===== config.mk =====
export PLATFORM = sky130hd
export DESIGN_NAME = sparc_decode_stage_flat
export DESIGN_NICKNAME = d
export VERILOG_FILES = /design/src/rtl/sparc_decode_stage_if.sv /design/src/rtl/sparc_decode_stage.sv /design/src/flat_wrapper.sv
export SDC_FILE = /design/constraint.sdc
export NUM_CORES = 2
export LEC_CHECK = 0
export BUFFER_PORTS_ARGS = -buffer_cell sky130_fd_sc_hd__buf_2
export CORE_AREA = 2 2 517 519
export DETAILED_ROUTE_END_ITERATION = 8
export DIE_AREA = 0 0 519 521
export PLACE_DENSITY = 0.65
export SYNTH_ARGS = -nofsm -noshare
export SYNTH_HDL_FRONTEND = slang
export SYNTH_SLANG_ARGS = --single-unit
export TNS_END_PERCENT = 50

===== constraint.sdc =====
create_clock -name Clk -period 4.81 [get_ports Clk]
set_input_delay 0.2405 -clock Clk [delete_from_list [all_inputs] [get_ports Clk]]
set_output_delay 0.2405 -clock Clk [all_outputs]
set_load 0.02 [all_outputs]

===== src/rtl/sparc_decode_stage_if.sv =====
// sparc_decode_stage_if: fetch/preload controls and decoded ID-stage outputs
interface sparc_decode_stage_if #(parameter int ADDR_W = 8);
  logic [ADDR_W-1:0] pc;
  logic              LE;
  logic              S;
  logic              wr_en;
  logic [ADDR_W-1:0] wr_addr;
  logic [7:0]        wr_data;
  logic [31:0]       if_instr;
  logic [31:0]       id_instr;
  logic [1:0]        ID_op;
  logic [5:0]        ID_ALU_op3;
  logic              ID_jmpl_instr;
  logic              ID_Read_Write;
  logic              ID_SE_dm;
  logic              ID_load_instr;
  logic              ID_RF_enable;
  logic [1:0]        ID_size_dm;
  logic              ID_modifyCC;
  logic              ID_Call_instr;
  logic              ID_B_instr;
  logic              ID_29_a;
  modport master (
    output pc, LE, S, wr_en, wr_addr, wr_data,
    input  if_instr, id_instr, ID_op, ID_ALU_op3, ID_jmpl_instr, ID_Read_Write, ID_SE_dm,
           ID_load_instr, ID_RF_enable, ID_size_dm, ID_modifyCC, ID_Call_instr, ID_B_instr, ID_29_a
  );
  modport slave (
    input  pc, LE, S, wr_en, wr_addr, wr_data,
    output if_instr, id_instr, ID_op, ID_ALU_op3, ID_jmpl_instr, ID_Read_Write, ID_SE_dm,
           ID_load_instr, ID_RF_enable, ID_size_dm, ID_modifyCC, ID_Call_instr, ID_B_instr, ID_29_a
  );
endinterface


===== src/rtl/sparc_decode_stage.sv =====
// sparc_decode_stage: byte instruction memory, IF/ID register and ID control decode with bubble mux
module sparc_decode_stage #(
  parameter int MEM_DEPTH = 256,
  parameter int ADDR_W    = 8
) (
  input logic Clk,
  input logic R,
  sparc_decode_stage_if.slave bus
);
  logic [7:0]        mem [MEM_DEPTH];
  logic [31:0]       ir;
  logic [ADDR_W-1:0] a1, a2, a3;
  logic [1:0]        op;
  logic [2:0]        op2;
  logic [5:0]        op3;
  logic [5:0]        alu;
  logic [1:0]        sz;
  logic              jmpl, rw, se, ld, rf, mcc, call, br, ann;
  always_ff @(posedge Clk)
    if (bus.wr_en) mem[bus.wr_addr] <= bus.wr_data;
  // address increments wrap naturally in ADDR_W bits
  assign a1 = bus.pc + ADDR_W'(1);
  assign a2 = bus.pc + ADDR_W'(2);
  assign a3 = bus.pc + ADDR_W'(3);
  assign bus.if_instr = {mem[bus.pc], mem[a1], mem[a2], mem[a3]};
  always_ff @(posedge Clk or negedge R)
    if (!R) ir <= '0;
    else if (bus.LE) ir <= bus.if_instr;
  assign bus.id_instr = ir;
  assign op  = ir[31:30];
  assign op2 = ir[24:22];
  assign op3 = ir[24:19];
  always_comb begin
    alu  = '0;
    sz   = '0;
    jmpl = 1'b0;
    rw   = 1'b0;
    se   = 1'b0;
    ld   = 1'b0;
    rf   = 1'b0;
    mcc  = 1'b0;
    call = 1'b0;
    br   = 1'b0;
    ann  = 1'b0;
    case (op)
      2'b01: begin
        call = 1'b1;
        rf   = 1'b1;
      end
      2'b00: begin
        br  = op2 == 3'b010;
        ann = op2 == 3'b010 && ir[29];
        rf  = op2 == 3'b100;
        alu = op2 == 3'b100 ? 6'b001110 : 6'b000000;
      end
      2'b10: begin
        jmpl = op3 == 6'b111000;
        rf   = 1'b1;
        alu  = op3 == 6'b111000 ? 6'b000000 : op3;
        mcc  = op3 != 6'b111000 && op3[4] && !op3[5];
      end
      default: begin
        sz = op3[1:0] == 2'b01 ? 2'b00 : op3[1:0] == 2'b10 ? 2'b01 : 2'b10;
        rw = op3[2];
        ld = !op3[2];
        rf = !op3[2];
        se = !op3[2] && op3[3];
      end
    endcase
  end
  // ID_op bypasses the bubble so downstream format checks still see the instruction class
  assign bus.ID_op         = op;
  assign bus.ID_ALU_op3    = bus.S ? 6'b0 : alu;
  assign bus.ID_jmpl_instr = !bus.S && jmpl;
  assign bus.ID_Read_Write = !bus.S && rw;
  assign bus.ID_SE_dm      = !bus.S && se;
  assign bus.ID_load_instr = !bus.S && ld;
  assign bus.ID_RF_enable  = !bus.S && rf;
  assign bus.ID_size_dm    = bus.S ? 2'b0 : sz;
  assign bus.ID_modifyCC   = !bus.S && mcc;
  assign bus.ID_Call_instr = !bus.S && call;
  assign bus.ID_B_instr    = !bus.S && br;
  assign bus.ID_29_a       = !bus.S && ann;
endmodule


===== src/flat_wrapper.sv =====
// flat-port wrapper written by rule: the top's interface ports become plain ports
module sparc_decode_stage_flat 
#(
  parameter int MEM_DEPTH = 256,
  parameter int ADDR_W    = 8
)
  (Clk, R, bus_pc, bus_LE, bus_S, bus_wr_en, bus_wr_addr, bus_wr_data, bus_if_instr, bus_id_instr, bus_ID_op, bus_ID_ALU_op3, bus_ID_jmpl_instr, bus_ID_Read_Write, bus_ID_SE_dm, bus_ID_load_instr, bus_ID_RF_enable, bus_ID_size_dm, bus_ID_modifyCC, bus_ID_Call_instr, bus_ID_B_instr, bus_ID_29_a);
  sparc_decode_stage_if #(.ADDR_W(ADDR_W)) bus_i ();
  input logic Clk;
  input logic R;
  input wire logic [$bits(bus_i.pc)-1:0] bus_pc;
  input wire logic [$bits(bus_i.LE)-1:0] bus_LE;
  input wire logic [$bits(bus_i.S)-1:0] bus_S;
  input wire logic [$bits(bus_i.wr_en)-1:0] bus_wr_en;
  input wire logic [$bits(bus_i.wr_addr)-1:0] bus_wr_addr;
  input wire logic [$bits(bus_i.wr_data)-1:0] bus_wr_data;
  output wire logic [$bits(bus_i.if_instr)-1:0] bus_if_instr;
  output wire logic [$bits(bus_i.id_instr)-1:0] bus_id_instr;
  output wire logic [$bits(bus_i.ID_op)-1:0] bus_ID_op;
  output wire logic [$bits(bus_i.ID_ALU_op3)-1:0] bus_ID_ALU_op3;
  output wire logic [$bits(bus_i.ID_jmpl_instr)-1:0] bus_ID_jmpl_instr;
  output wire logic [$bits(bus_i.ID_Read_Write)-1:0] bus_ID_Read_Write;
  output wire logic [$bits(bus_i.ID_SE_dm)-1:0] bus_ID_SE_dm;
  output wire logic [$bits(bus_i.ID_load_instr)-1:0] bus_ID_load_instr;
  output wire logic [$bits(bus_i.ID_RF_enable)-1:0] bus_ID_RF_enable;
  output wire logic [$bits(bus_i.ID_size_dm)-1:0] bus_ID_size_dm;
  output wire logic [$bits(bus_i.ID_modifyCC)-1:0] bus_ID_modifyCC;
  output wire logic [$bits(bus_i.ID_Call_instr)-1:0] bus_ID_Call_instr;
  output wire logic [$bits(bus_i.ID_B_instr)-1:0] bus_ID_B_instr;
  output wire logic [$bits(bus_i.ID_29_a)-1:0] bus_ID_29_a;
  assign bus_i.pc = bus_pc;
  assign bus_i.LE = bus_LE;
  assign bus_i.S = bus_S;
  assign bus_i.wr_en = bus_wr_en;
  assign bus_i.wr_addr = bus_wr_addr;
  assign bus_i.wr_data = bus_wr_data;
  assign bus_if_instr = bus_i.if_instr;
  assign bus_id_instr = bus_i.id_instr;
  assign bus_ID_op = bus_i.ID_op;
  assign bus_ID_ALU_op3 = bus_i.ID_ALU_op3;
  assign bus_ID_jmpl_instr = bus_i.ID_jmpl_instr;
  assign bus_ID_Read_Write = bus_i.ID_Read_Write;
  assign bus_ID_SE_dm = bus_i.ID_SE_dm;
  assign bus_ID_load_instr = bus_i.ID_load_instr;
  assign bus_ID_RF_enable = bus_i.ID_RF_enable;
  assign bus_ID_size_dm = bus_i.ID_size_dm;
  assign bus_ID_modifyCC = bus_i.ID_modifyCC;
  assign bus_ID_Call_instr = bus_i.ID_Call_instr;
  assign bus_ID_B_instr = bus_i.ID_B_instr;
  assign bus_ID_29_a = bus_i.ID_29_a;
  sparc_decode_stage #(.MEM_DEPTH(MEM_DEPTH), .ADDR_W(ADDR_W)) u_core (.Clk(Clk), .R(R), .bus(bus_i));
endmodule

==> results.toml <==
[status]
outcome = "finished, violations left"
failed_checks = "negative hold slack, negative setup slack"

[power]
p_leak_nw = 47.80
p_total_mw = 49.41
powerDensity_nw_per_um2 = 333.2
peakVddDrop_mv = 0.3067

[critical_path]
timing.rr.end = "u_core.bus.id_instr[0]"
cp-end-kind = "output port"
r2r_slack_ns = 0.91
cp.arrival_ns = 4.74
crit_required_ns = 4.57
r2r_cells = 7
r2r-start = "u_core.mem[142][0]"
critPathKind = "input pin to output port"
worstPathMaxFanout = 20
cp-start-kind = "input pin"

[worst_hold_path]
holdPathEnd = "u_core.mem[58][2]"
hold_depth = 1
hp-class = "input pin to flop"
hp-start = "bus_wr_data[2]"

[synthesis]
yosys_most_used_dff = "edfxtp_1"
synth-edff-count = 2048
synth.area.top_cells = "edfxtp_1, mux4_2, mux2i_1"
synth_top_area_cell = "edfxtp_1"
synth_top_area_frac = 0.4656
ys_ff_latch = 2080
synth_area_per_cell_um2 = 17.01
syn-num-nets = 7802
synth-async-reset-ratio = 0.01538
postSynthCellCount = 7763
ys_types = 86
yosysSeqAreaShare = 0.4717
syn_area_um2 = 132100
ys_warn_count = 0

[global_route]
grt_usage = 0.4080
antenna_found_initial = 54
grt_pass1_wl_um = 756600
grt_max_degree = 161
grt_pass1_vias = 89140
grt_overflow = 0

[run]
max_cap_violations = 0

[die]
rows = 189
core_um2 = 264400
dieArea_um2 = 270400
initial_utilization = 0.4996
io_pins = 112
die_height_um = 521
fp.dieW_um = 519

[detailed_routing]
postRouteAntennaNets = 0
drtIter0Drc = 18270
vias_per_cell = 8.115
drtPass1Iterations = 8
drc = 0
vias = 96140
drt-total-wl_um = 558300
wl_per_cell_um = 47.13

[sta]
setup_violations = 10
worst_slew_pin_slew_ns = 1.443
period_share = 1.034
finalCriticalPeriod_ns = 4.976
final_max_slew_viol_count = 0
finClkSkew_ns = 0.03772
setup_ws_ns = -0.1658
rsz0062_at_grt = "true"
hold_ws_ns = -0.03555
finalHoldViolations = 5
fmaxAchievable_ghz = 0.2010
slew_headroom = 0.03416

[placement]
numPortBuffers = 111
dpl_worst_slack_ns = -0.4303
place_hpwl_um = 378900
place_inst = 11360
finalWeightedCongestion = 1.046

[clock_tree]
h-tree-depth = 4
postCtsSetupRepairBufs = 0
clk_pin_slew_worst_paths_ns = 0.06
cts_buffer_depth = 4
insertion_delay_ns = 0.95
cts_buffers = 232
cts.sinks = 2080
cts_tree = "done"
cts_root_buf = "clkbuf_16"

[final_layout]
stdcell_count = 11850
fill_cells = 20390
fin_nets = 8104
final_common_cell = "mux4_2"
area_growth_pct = 12.29
drive_gt1_frac = 0.4320
finalCoreUtilization = 0.5610
final_cell_mix = "mux4_2, edfxtp_1, nand2_1"
[metrics by stage]
stage	area, µm²	hold WS [ns]	TNS (ns)
3_3_place_gp	139900	0.4180	-1.203
4_1_cts	148100	0.002996	0
2_1_floorplan	132100	-0.05509	0
6_report	148300	-0.03555	-0.9658
5_1_grt	148200	0.06507	-0.05347
3_5_place_dp	139900	0.4273	-1.277
[synthesized netlist by cell type (all sizes together), types with 23 or more instances]
library cell,count
mux2i,328
o21ai,51
buf,585
a32oi,62
and2,24
mux2,49
a211oi,28
mux4,2199
a221oi,44
nor3,44
o221ai,29
nor2b,27
clkbuf,191
nand4,71
o22ai,43
a21oi,90
nand2,819
a31oi,107
nor2,387
o211ai,23
edfxtp,2048
dfrtp,32
nand3,220
[metal layers]
metal	vias to the layer above	routed length (µm)	GRT usage	share of wire
met1	50030	182400	0.5181	0.33
met4	68	41200	0.2509	0.074
met3	1824	94030	0.1805	0.17
met2	9814	240200	0.5764	0.43
li1	34410	-	-	-
met5	-	532	0.002106	0.00095
[critical path, stage by stage]
cell,delay (ns)
buf_6,0.25
buf_4,0.44
and2_2,0.81
o22ai_1,0.17
a31oi_2,0.19
buf_4,0.49
a221oi_1,0.30
o21a_1,0.33
nor4_1,0.73
buf_4,0.28
a311oi_1,0.06
buf_4,0.20
buf_2,0.16
[registers in the layout (all words and copies together) (netlist names)]
name	flops
u_core.bus.id_instr	32
u_core.mem	2048
[layout make-up]
type	instances	area, µm²	share of cell area
Clock inverter	151	1903	0.01283
Multi-Input combinational cell	4893	65910	0.4444
Clock buffer	278	6166	0.04157
Sequential cell	2080	62300	0.4200
Inverter	14	67.56	0.0004555
Timing Repair Buffer	844	7418	0.05002
Antenna cell	54	135.1	0.0009111
Tap cell	3533	4420	0.02980
[logic make-up (layout without fill, tap and decap cells)]
logic type	after synthesis	count (layout)	share of synthesized area
other	0	54	0
AO/OA/AOI/OAI	615	615	0.03379
adder cells (fa/ha/maj)	10	10	0.0009473
XOR/XNOR	24	24	0.001762
flip-flops	2080	2080	0.4717
buffers and inverters	790	1287	0.03367
multiplexers	2576	2576	0.4040
AND/OR/NAND/NOR	1668	1668	0.05419
[how the worst max path moves through the flow]
stage                                  start                     end  slack [ns]  cells after the start
after CTS                 u_core.mem[177][0]         bus_if_instr[8]        0.03                      8
after global placement             bus_pc[1]        bus_if_instr[22]       -0.48                     15
final                              bus_pc[3]        bus_if_instr[11]       -0.17                     13
after global routing               bus_pc[0]         bus_if_instr[2]       -0.05                     14
after floorplan                    bus_pc[0]  u_core.bus.id_instr[7]        0.29                     20
after detailed placement           bus_pc[1]        bus_if_instr[22]       -0.43                     15
[report_power, final]
part / leakage, nW / switching [mW] / internal, mW
Combinational: 25.1 / 6.30 / 3.78
Sequential: 18.8 / 0.0956 / 20.0
Clock: 3.90 / 8.03 / 11.2
Total: 47.8 / 14.4 / 35.0
[timing repair]
item,4_1_cts,5_1_grt
endpoints found under the setup margin,4,8
endpoints found under the hold margin,95,0
hold buffers,9,0
resized for setup,6,11
pin swaps,0,0
Power figures use the tool's default switching activity.
